<file path="src/rtl/regfile_pkg.sv">
// Shared types and defaults for the scalar register bank and its busy scoreboard.
package regfile_pkg;

    localparam int DATA_W_DEF   = 16;
    localparam int ADDR_W_DEF   = 3;
    localparam int ZERO_REG_IDX = 0;

    typedef logic [DATA_W_DEF-1:0] reg_data_t;
    typedef logic [ADDR_W_DEF-1:0] reg_addr_t;

endpackage

</file>
<file path="src/rtl/regfile_scoreboard.sv">
// Per-register busy bits: a load reservation sets a bit, the load return clears it.
module regfile_scoreboard
    import regfile_pkg::*;
#(
    parameter int DEPTH    = 8,
    parameter int ZERO_REG = 0
) (
    input  logic                     clk,
    input  logic                     rst_n,
    input  logic                     rsv_en,
    input  logic [$clog2(DEPTH)-1:0] rsv_addr,
    input  logic                     clr_en,
    input  logic [$clog2(DEPTH)-1:0] clr_addr,
    output logic [DEPTH-1:0]         busy
);

    localparam int ADDR_W = $clog2(DEPTH);

    logic [DEPTH-1:0] busy_q;
    logic [DEPTH-1:0] busy_d;

    // A reservation wins over a same-cycle clear so a re-issued load stays tracked.
    always_comb begin
        busy_d = busy_q;
        for (int r = 0; r < DEPTH; r++) begin
            if (rsv_en && (rsv_addr == ADDR_W'(r))) begin
                busy_d[r] = 1'b1;
            end else if (clr_en && (clr_addr == ADDR_W'(r))) begin
                busy_d[r] = 1'b0;
            end
        end
        if (ZERO_REG != 0) begin
            busy_d[ZERO_REG_IDX] = 1'b0;
        end
    end

    always_ff @(posedge clk or negedge rst_n) begin
        if (!rst_n) begin
            busy_q <= '0;
        end else begin
            busy_q <= busy_d;
        end
    end

    assign busy = busy_q;

endmodule

</file>
<file path="src/rtl/scalar_regbank.sv">
// Multi-read, dual-write scalar register file with write-to-read bypass,
// optional hardwired zero register and load-busy scoreboard.
module scalar_regbank
    import regfile_pkg::*;
#(
    parameter int DATA_W   = DATA_W_DEF,
    parameter int ADDR_W   = ADDR_W_DEF,
    parameter int NUM_RD   = 2,
    parameter int ZERO_REG = 0,
    parameter int BYPASS   = 1
) (
    input  logic                     clk,
    input  logic                     rst_n,
    input  logic [NUM_RD*ADDR_W-1:0] rd_addr,
    output logic [NUM_RD*DATA_W-1:0] rd_data,
    output logic [NUM_RD-1:0]        rd_busy,
    input  logic                     wr0_en,
    input  logic [ADDR_W-1:0]        wr0_addr,
    input  logic [DATA_W-1:0]        wr0_data,
    input  logic                     wr1_en,
    input  logic [ADDR_W-1:0]        wr1_addr,
    input  logic [DATA_W-1:0]        wr1_data,
    input  logic                     rsv_en,
    input  logic [ADDR_W-1:0]        rsv_addr,
    output logic [2**ADDR_W-1:0]     busy,
    output logic                     wr_collide
);

    localparam int DEPTH = 2**ADDR_W;

    logic [DATA_W-1:0] regs_q [DEPTH];
    logic [DATA_W-1:0] regs_d [DEPTH];
    logic              wr_collide_q;
    logic              wr_collide_d;

    // Port 1 is applied first so a same-address port 0 write overrides it.
    always_comb begin
        for (int r = 0; r < DEPTH; r++) begin
            regs_d[r] = regs_q[r];
            if (wr1_en && (wr1_addr == ADDR_W'(r))) begin
                regs_d[r] = wr1_data;
            end
            if (wr0_en && (wr0_addr == ADDR_W'(r))) begin
                regs_d[r] = wr0_data;
            end
        end
        if (ZERO_REG != 0) begin
            regs_d[ZERO_REG_IDX] = '0;
        end
        wr_collide_d = wr0_en && wr1_en && (wr0_addr == wr1_addr);
    end

    always_ff @(posedge clk or negedge rst_n) begin
        if (!rst_n) begin
            for (int r = 0; r < DEPTH; r++) begin
                regs_q[r] <= '0;
            end
            wr_collide_q <= 1'b0;
        end else begin
            for (int r = 0; r < DEPTH; r++) begin
                regs_q[r] <= regs_d[r];
            end
            wr_collide_q <= wr_collide_d;
        end
    end

    assign wr_collide = wr_collide_q;

    regfile_scoreboard #(
        .DEPTH    (DEPTH),
        .ZERO_REG (ZERO_REG)
    ) u_scoreboard (
        .clk      (clk),
        .rst_n    (rst_n),
        .rsv_en   (rsv_en),
        .rsv_addr (rsv_addr),
        .clr_en   (wr1_en),
        .clr_addr (wr1_addr),
        .busy     (busy)
    );

    for (genvar gi = 0; gi < NUM_RD; gi++) begin : g_rd
        logic [ADDR_W-1:0] ra;
        logic [DATA_W-1:0] data;
        logic              bsy;

        assign ra = rd_addr[gi*ADDR_W +: ADDR_W];

        // Zero register and reset both override any bypassed value.
        always_comb begin
            data = regs_q[ra];
            if ((BYPASS != 0) && wr1_en && (wr1_addr == ra)) begin
                data = wr1_data;
            end
            if ((BYPASS != 0) && wr0_en && (wr0_addr == ra)) begin
                data = wr0_data;
            end
            if ((ZERO_REG != 0) && (ra == ADDR_W'(ZERO_REG_IDX))) begin
                data = '0;
            end
            if (!rst_n) begin
                data = '0;
            end
        end

        always_comb begin
            bsy = busy[ra];
            if ((BYPASS != 0) && wr1_en && (wr1_addr == ra) &&
                !(rsv_en && (rsv_addr == ra))) begin
                bsy = 1'b0;
            end
            if (!rst_n) begin
                bsy = 1'b0;
            end
        end

        assign rd_data[gi*DATA_W +: DATA_W] = data;
        assign rd_busy[gi]                  = bsy;
    end

endmodule

</file>
<file path="config.mk">
export PLATFORM = sky130hd
export DESIGN_NAME = scalar_regbank
export DESIGN_NICKNAME = d
export VERILOG_FILES = /design/src/rtl/regfile_pkg.sv /design/src/rtl/regfile_scoreboard.sv /design/src/rtl/scalar_regbank.sv
export SDC_FILE = /design/constraint.sdc
export NUM_CORES = 1
export LEC_CHECK = 0
export CORE_MARGIN = 1
export CORE_UTILIZATION = 30
export CTS_BUF_LIST = sky130_fd_sc_hd__clkbuf_16
export DETAILED_ROUTE_END_ITERATION = 16
export PLACE_DENSITY_LB_ADDON = 0.15
export SETUP_SLACK_MARGIN = 0.5
export SYNTH_ARGS = -nofsm -noshare
export SYNTH_HDL_FRONTEND = slang
export SYNTH_SLANG_ARGS = --single-unit
</file>
<file path="constraint.sdc">
create_clock -name clk -period 1.7 [get_ports clk]
set_input_delay 0.34 -clock clk [delete_from_list [all_inputs] [get_ports clk]]
set_output_delay 0.34 -clock clk [all_outputs]
set_load 0.05 [all_outputs]
</file>
# After elaboration in Yosys (flattened, before gate mapping)
# Index checks and enable logic that the tools add are counted.
# totals
register_bits,137
latch_bits,0
ramBits,0
mem_bits_ro,0
in_bits,52
wordCells,158
memories,0
# classes
n_addsub,0
n_mul,0
div_mod_pow,0
n_lt_le_gt_ge,4
n_eq_ne,28
shift,0
mux,52
n_bitwise,2
reduce_logical,55
# ops
op,n
$mux 16,26
$bmux 16 s3,2
$eq 3x3->1 const B,12
$logic_and 1x1->1,34
$reduce_bool 2->1,16
$mux 1,22
$eq 3x3->1,7
$eq 3x2->1 const B,6
$eq 3x1->1 const B,3
$logic_not 3->1,3
$ge 4x4->1 const B,2
$lt 3x4->1 const B,2
$not 3->4,2
$bmux 1 s3,2
$logic_not 1->1,2

# Logic depth before layout (Yosys ltp)
# Gate-level depths: netlist (run 1).
# depth
ltp_word,7
mapped_depth,7
mapped_depth_nobuf,4

# By module
# From an unflattened synthesis (run 1), not the netlist that was laid out.
# unflattened
cells_unflattened,986
hier_area_um2,9800.6
# by_module_without_submodules
mod,instances,cells_per_inst,area_each_um2,seq_area_each_um2
scalar_regbank,1,956,9419.0,3228.1
regfile_scoreboard,1,30,381.6,200.2

# Worst setup path after synthesis (run 1)
# OpenSTA, ideal clock, no wires.
# synth_path
kind,input to output
start,in rd_addr[2]
end,out rd_data[10]
arrival_ps,2041
required_ps,1360
slack_ps,-681
stages,7
path_buffers,3
path_cell_list,buf_2 nor2b_1 buf_1 buf_2 a22oi_1 o211ai_1 a31oi_1
# synth_between
elab_chain_len,7
# synth_rtl
element,line,source
"start, declared",scalar_regbank.sv:14,"input logic [NUM_RD*ADDR_W-1:0] rd_addr,"
$not 3->4 (not written as such),scalar_regbank.sv:91,data = regs_q[ra];
$bmux 16 s3,scalar_regbank.sv:91,
$mux 16 (not written as such) (2 in a row),scalar_regbank.sv:91,
$mux 16,scalar_regbank.sv:92,if ((BYPASS != 0) && wr1_en && (wr1_addr == ra)) begin
$mux 16 *,scalar_regbank.sv:95,if ((BYPASS != 0) && wr0_en && (wr0_addr == ra)) begin
$mux 16 *,scalar_regbank.sv:101,if (!rst_n) begin
"end, declared",scalar_regbank.sv:15,"output logic [NUM_RD*DATA_W-1:0] rd_data,"
# Mark *: on every way between the ends. The rest lies on a longest branch, timed or not. The select of a mux whose other input is x is not followed.

# Worst setup path after layout (run 1)
# layout_path
start,reg regs_q[2] (netlist name)
end,out rd_data[18]
# layout_between
elab_chain_len,6
# layout_rtl
element,line,source
"start, declared",scalar_regbank.sv:31,logic [DATA_W-1:0] regs_q [DEPTH];
"start signal, assigned by index",scalar_regbank.sv:61,regs_q[r] <= regs_d[r];
$bmux 16 s3,scalar_regbank.sv:91,
$mux 16 (not written as such) (2 in a row),scalar_regbank.sv:91,
$mux 16,scalar_regbank.sv:92,
$mux 16,scalar_regbank.sv:95,
$mux 16,scalar_regbank.sv:101,
# No other way between the ends. The select of a mux whose other input is x is not followed.

==> metrics.txt, run 1 <==
result of the run=complete, but fails checks; failing checks=setup timing; number of standard cells after synthesis=990; GPL Wtd Cong=0.831; global-route total usage across every layer=27.0%; Startpoint Class=flop; worst-case register-to-register setup slack=810 ps; DRC Markers=0; vias in the first global route=9160; post-synthesis net count=1042; remaining antenna violation count=0; launch point of the worst reg-to-reg path=regs_q[2]; final count of pins violating max slew=0; Worst Clk Skew=0 ps; initial core utilization=30.6%; leading post-synthesis cells by cell area=sky130_fd_sc_hd__dfrtp_1, sky130_fd_sc_hd__mux2i_1, sky130_fd_sc_hd__mux4_2; count of routing violations after the opening detailed-route iteration=867; pin count of the biggest net entering global routing=45; number of nets at the end of the flow=1318; fin area=0.0154 mm²; Total Wirelength=44.6 mm; maximum ir drop on the vdd rail=0.817 mV; share of Yosys cell area claimed by the top area cell type=35.3%; Cells after DPL=1542; number of synthesis warnings=0; number of vias after detailed routing=9305; total design power=14.2 mW; maximum net fanout on the critical path=3; transition time of the tightest slew-check pin=602 ps; PortBufs=94; critical path arrival=2070 ps; number of detailed-routing iterations run before antenna repair=5; dominant cell type by area after synthesis=sky130_fd_sc_hd__dfrtp_1; combined flip-flop and latch cell area=0.00343 mm²; final number of hold-violating endpoints=0; # Max-Cap Violations=0; die outline area=0.0331 mm²; RSZ-0062 raised after global routing=yes; post-synthesis sequential area ratio=35.3%; CTS tree=done; antenna violations before repair=0; total leakage power=6.60 nW; total half-perimeter wirelength after legalization and detailed placement=25.2 mm; endpoints failing setup=34; global-route wire length before repair=64.1 mm; critical path type=flop to output pin; fraction of final layout cells with drive strength greater than 1=39.7%; antenna diode instance count=0; clock sink count=137; multi-input combinational cell area=0.00632 mm²; Die Width=182 µm; GRT overflow=0; Root Driver=sky130_fd_sc_hd__clkbuf_16; Req. time, crit path=1360 ps; cts bufs inserted=17; Max-slew headroom=59.8%; Cell Pwr Density=919 mW/mm²; sort of element at the end of the critical path=output pin; Max Fclk=415 MHz; area after detailed placement=0.0126 mm²; worst r2r dst=regs_q[2]; Max Buffers Root-to-Sink=2; crit path time final=2410 ps; per-cell routed wire length=26.6 µm; drt via density=5.54; placeable core area=0.0317 mm²; DIE HEIGHT=182 µm; Fill cells=2895; Mapped Avg Cell Area=9.81 µm²; part of the cycle the worst path needs=142%; flip-flop and latch count after synthesis=137; kind of path behind the tightest hold check=primary input to asynchronous set/reset pin; Clk pin slew, worst setup/hold paths=60 ps; min setup slack post-route=-713 ps; cell depth of the worst flop-to-flop path=3; source-to-sink clock delay at the later pin of the worst-skew pair=430 ps; I/O pin total=95; number of cells in the finished layout apart from fillers=1679; number of placement rows=65; area added between synthesis and finish=58.9%; post-synthesis instance area=0.00972 mm²; H-tree level count=4; post-synthesis cell type count=39
## timing repair
item                                    in CTS  in global routing
resized for setup                          227                 68
hold buffers                                 5                  0
cloned                                      20                  3
pin swaps                                   63                 93
buffers inserted                            56                 23
endpoints found under the setup margin     180                119
endpoints found under the hold margin       32                  0
## through the flow
| step | hold WS [ps] | TNS (ps) | setup WS, ps | util [%] |
|---|---|---|---|---|
| 2_1_floorplan | 44.4 | -6530 | -217 | - |
| 3_3_place_gp | 402 | -84500 | -977 | 39.9 |
| 3_5_place_dp | 392 | -84810 | -970 | 39.9 |
| 4_1_cts | 119 | -19100 | -735 | 47.1 |
| 5_1_grt | 136 | -20260 | -736 | 48.7 |
| 6_report | 137 | -18470 | -713 | 48.7 |
## cell families after synthesis
group,synth area share [%]
compound gates,16.0
xor+xnor,2.20
buf+inv,8.64
flops,35.3
mux,28.3
simple gates,9.52
## synth_stat cells (all sizes together)
| cell type | count |
|---|---|
| nand2b | 5 |
| nand4b | 6 |
| o32ai | 2 |
| and4 | 2 |
| xnor2 | 19 |
| a21oi | 64 |
| clkbuf | 46 |
| nor2 | 68 |
| a22oi | 32 |
| clkinv | 2 |
| nand3 | 1 |
| mux4 | 36 |
| xor2 | 2 |
| buf | 79 |
| dfrtp | 137 |
| a31oi | 32 |
| a41oi | 2 |
| o22ai | 2 |
| nor3b | 4 |
| nand2 | 104 |
| o211ai | 32 |
| nor3 | 7 |
| mux2i | 192 |
| nor2b | 2 |
| nand4 | 6 |
| inv | 4 |
| o21ai | 102 |
## cell usage in the layout (no fill, tap or decap), drive strengths merged, types with 5 or more instances in the layout
cell             n
buf            331
mux2i          192
dfrtp          137
nand2          104
o21ai          102
nor2            68
a21oi           64
mux4            36
clkdlybuf4s50   36
o211ai          32
a31oi           32
a22oi           32
clkbuf          20
xnor2           19
inv              9
nor3             7
nand4b           6
nand4            6
bufinv           5
dlygate4sd3      5
nand2b           5
## worst max path at each step
stage                from           to
5_1_grt         regs_q[2]  rd_data[18]
3_5_place_dp   rd_addr[2]   rd_data[3]
6_report        regs_q[2]  rd_data[18]
4_1_cts        regs_q[34]  rd_data[18]
2_1_floorplan  rd_addr[3]  rd_data[19]
3_3_place_gp   rd_addr[2]   rd_data[3]
## final cells by class
| cell class | instances | share of cell area (%) |
|---|---|---|
| well taps | 402 | 3.26 |
| clock inverters | 13 | 1.41 |
| multi-input cells | 722 | 40.9 |
| flip-flops and latches | 137 | 22.2 |
| inverters | 6 | 0.154 |
| clock buffers | 17 | 2.75 |
| repair buffers | 382 | 29.3 |
## state kept, by name (all words and copies together) (netlist names)
| register | flops |
|---|---|
| u_scoreboard.busy | 8 |
| wr_collide | 1 |
| regs_q | 128 |
## metal layers
metal | GRT usage [%] | vias up | share of wire, %
met4 | 10.1 | 0 | 3.6
met1 | 36.6 | 4665 | 43
met5 | 0 | - | 0
met2 | 43.5 | 380 | 47
li1 | - | 4176 | -
met3 | 3.93 | 84 | 6.1
## power by group
| group | total [mW] | switching (mW) | internal [mW] |
|---|---|---|---|
| registers | 4.61 | 0.635 | 3.98 |
| clock network | 4.20 | 1.59 | 2.62 |
| logic | 5.37 | 2.66 | 2.71 |
## worst max-delay path, cell delays in order, from the launching register on
cell,delay [ps]
sky130_fd_sc_hd__dfrtp_1,410
sky130_fd_sc_hd__mux4_2,470
sky130_fd_sc_hd__o211ai_1,450
sky130_fd_sc_hd__a31oi_4,150
sky130_fd_sc_hd__buf_6,180
Note: power is estimated with default switching activity, not from simulation.
==> run 2: changes to the inputs <==
--- a/config.mk
+++ b/config.mk
@@ -9,6 +9,7 @@
 export CORE_UTILIZATION = 30
 export CTS_BUF_LIST = sky130_fd_sc_hd__clkbuf_16
 export DETAILED_ROUTE_END_ITERATION = 16
+export GPL_TIMING_DRIVEN = 1
 export PLACE_DENSITY_LB_ADDON = 0.15
 export SETUP_SLACK_MARGIN = 0.5
 export SYNTH_ARGS = -nofsm -noshare
==> results of run 2 <==
Same layout as run 1: the final DEF is identical, and so are final timing and power.
==> run 3: changes to the inputs <==
--- a/config.mk
+++ b/config.mk
@@ -5,11 +5,10 @@
 export SDC_FILE = /design/constraint.sdc
 export NUM_CORES = 1
 export LEC_CHECK = 0
-export CORE_MARGIN = 1
+export CORE_MARGIN = 1.5
 export CORE_UTILIZATION = 30
 export CTS_BUF_LIST = sky130_fd_sc_hd__clkbuf_16
 export DETAILED_ROUTE_END_ITERATION = 16
-export GPL_TIMING_DRIVEN = 1
 export PLACE_DENSITY_LB_ADDON = 0.15
 export SETUP_SLACK_MARGIN = 0.5
 export SYNTH_ARGS = -nofsm -noshare
==> run 3 against run 2 <==
Critical path type unchanged. Sequential power is essentially flat. The flow still finishes with violations (setup timing). Sequential share of layout area grew 0.66 points. Highest routed layer unchanged. Power shrank 3.9%. Maximum frequency shrank 1.2%. Register-to-register slack lost 40 ps. Final area shrank 2.9%.
==> metrics.txt, run 3 (synthesized netlist as in run 1, its figures left out) <==
antenna violations before repair=0 (unchanged); clock sink count=137 (unchanged); fraction of power consumed by sequential logic=33.6% (+1.1 points); combined flip-flop and latch cell area=0.00343 mm² (about the same); grt met3 use=4.31% (+0.38 points); RSZ-0062 raised after global routing=yes; met2 track demand over resource=43.4% (-0.085 points); register with the most flip-flops=regs_q; Largest register FFs=128 (unchanged); Startpoint Class=flop; Fill cells=2963 (+2.3%); Worst Hold Margin=14.1 ps (-123 ps); Worst Clk Skew=0 ps (unchanged); total leakage power=6.42 nW (-2.8%); Req. time, crit path=1360 ps (about the same); pin count of the biggest net entering global routing=33 (-27%); global-route total usage across every layer=26.7% (-0.31 points); source-to-sink clock delay at the later pin of the worst-skew pair=430 ps (about the same); CTS tree=done; number of nets at the end of the flow=1286 (-2.4%); failing checks=setup timing; cts bufs inserted=17 (unchanged); per-cell routed wire length=27.4 µm (+3.0%); count of routing violations after the opening detailed-route iteration=795 (-8.3%); vias in the first global route=9345 (+2.0%); sort of element at the end of the critical path=output pin; crit path time final=2440 ps (+28.3 ps); final count of pins violating max slew=0 (unchanged); number of detailed-routing iterations run before antenna repair=5 (unchanged); Die Width=183 µm (+0.55%); critical path type=flop to output pin; antenna diode instance count=0 (unchanged); maximum net fanout on the critical path=3 (unchanged); multi-input combinational cell area=0.00624 mm² (-1.3%); Total Wirelength=45.1 mm (+1.2%); part of the cycle the worst path needs=144% (+1.7 points); GRT overflow=0 (unchanged); total half-perimeter wirelength after legalization and detailed placement=25.3 mm (+0.50%); launch point of the worst reg-to-reg path=regs_q[57]; H-tree level count=4 (unchanged); Max Fclk=410 MHz (-1.2%); global-route wire length before repair=64.3 mm (+0.40%); crit path max-delay cell type=sky130_fd_sc_hd__o211ai_1; relative contribution of the clock network to total power=28.0% (-1.6 points); PortBufs=94 (unchanged); final number of hold-violating endpoints=0 (unchanged); total design power=13.6 mW (-3.9%); net load switching power=4.88 mW (about the same); min setup slack post-route=-741 ps (-28.3 ps); cell depth of the worst flop-to-flop path=3 (unchanged); critical path, cell by cell=mux4_2 -> o211ai_1 -> a31oi_4 -> buf_6; placeable core area=0.0317 mm² (unchanged); DRC Markers=0 (unchanged); Root Driver=sky130_fd_sc_hd__clkbuf_16; die outline area=0.0335 mm² (+1.1%); drt via density=5.61 (+1.2%); I/O pin total=95 (unchanged); Cells after DPL=1534 (-0.52%); area added between synthesis and finish=54.3%; worst-case register-to-register setup slack=770 ps (-40 ps); most common library cell in the layout ignoring fill and taps=sky130_fd_sc_hd__mux2i_1; Net Sw Frac=35.8% (+1.4 points); critical path arrival=2100 ps (+30 ps); slowest stage delay, CP=480 ps (about the same); GPL Wtd Cong=0.782 (-5.9%); Power Internal=8.75 mW (-6.0%); met1 Resource Use GR=35.4% (-1.1 points); power share of the combinational group=38.4% (+0.5 points); number of vias after detailed routing=9250 (-0.59%); initial core utilization=30.6% (unchanged); endpoints failing setup=34 (unchanged); Max Buffers Root-to-Sink=2 (unchanged); result of the run=complete, but fails checks; CP bufs+invs=1 (unchanged); number of cells in the finished layout apart from fillers=1649 (-1.8%); maximum ir drop on the vdd rail=0.675 mV (-17%); most used cells in the layout excluding fill and tap cells=sky130_fd_sc_hd__mux2i_1, sky130_fd_sc_hd__buf_4, sky130_fd_sc_hd__dfrtp_1; transition time of the tightest slew-check pin=553 ps (-49.3 ps); remaining antenna violation count=0 (unchanged); kind of path behind the tightest hold check=primary input to asynchronous set/reset pin; # Max-Cap Violations=0 (unchanged); fraction of final layout cells with drive strength greater than 1=37.2% (-2.5 points); Setup TNS Final=-18450 ps (+20.1 ps); number of placement rows=65 (unchanged); Max-slew headroom=63.0% (+3.1 points); DIE HEIGHT=183 µm (+0.55%); Cell Pwr Density=909 mW/mm² (-1.0%); Clk pin slew, worst setup/hold paths=70 ps (about the same); grt peak-use layer=met2; worst r2r dst=regs_q[57]; cell family with most CP delay=compound AO/OA/AOI/OAI gates; end-of-flow core utilization=47.3% (-1.4 points)
==> run 3: worst register-to-register path, stage by stage (launching register included) <==
cell and delay (ps):
sky130_fd_sc_hd__dfrtp_1 400, sky130_fd_sc_hd__buf_4 150, sky130_fd_sc_hd__mux2i_2 160, sky130_fd_sc_hd__o21ai_1 110
==> run 3: final cells by class <==
type                    instances  area share, %
multi-input cells             722           41.6
repair buffers                350           28.1
flip-flops and latches        137           22.9
well taps                     402           3.35
clock buffers                  17           2.84
clock inverters                15           1.10
inverters                       6          0.159
==> run 3: power groups by stage <==
stage	sequential (mW)	clock [mW]	combinational [mW]
4_1_cts	4.54	3.87	5.07
3_5_place_dp	4.58	0	4.51
5_1_grt	4.65	4.02	5.54
2_1_floorplan	4.54	0	2.96
3_3_place_gp	4.56	0	4.46
6_report	4.58	3.82	5.23
==> run 3: routing by layer <==
layer	up-vias	part of all wire (%)
met5	-	0
li1	4116	-
met4	0	4.1
met1	4657	43
met3	97	6.6
met2	380	46
==> run 3: how the worst max path moves through the flow <==
stage / startpoint / endpoint / slack [ps] / cells after the start
2_1_floorplan: rd_addr[3] / rd_data[19] / -220 / 7
4_1_cts: regs_q[50] / rd_data[18] / -750 / 4
3_3_place_gp: rd_addr[5] / rd_data[18] / -950 / 7
6_report: regs_q[50] / rd_data[18] / -740 / 4
3_5_place_dp: rd_addr[5] / rd_data[18] / -920 / 7
5_1_grt: regs_q[14] / rd_data[30] / -800 / 4
==> run 3: per-stage QoR <==
step | area [µm²] | setup slack, ps
5_1_grt | 15000 | -801
4_1_cts | 14700 | -750
6_report | 15000 | -741
3_5_place_dp | 12600 | -924
3_3_place_gp | 12600 | -950
2_1_floorplan | 10500 | -217
==> run 3: timing repair <==
action / CTS / global route
setup endpoints to repair: 180 / 134
hold buffers: 2 / 0
cloned: 19 / 4
hold endpoints to repair: 24 / 0
pin swaps: 79 / 62
resized for setup: 212 / 46
buffers inserted: 42 / 16
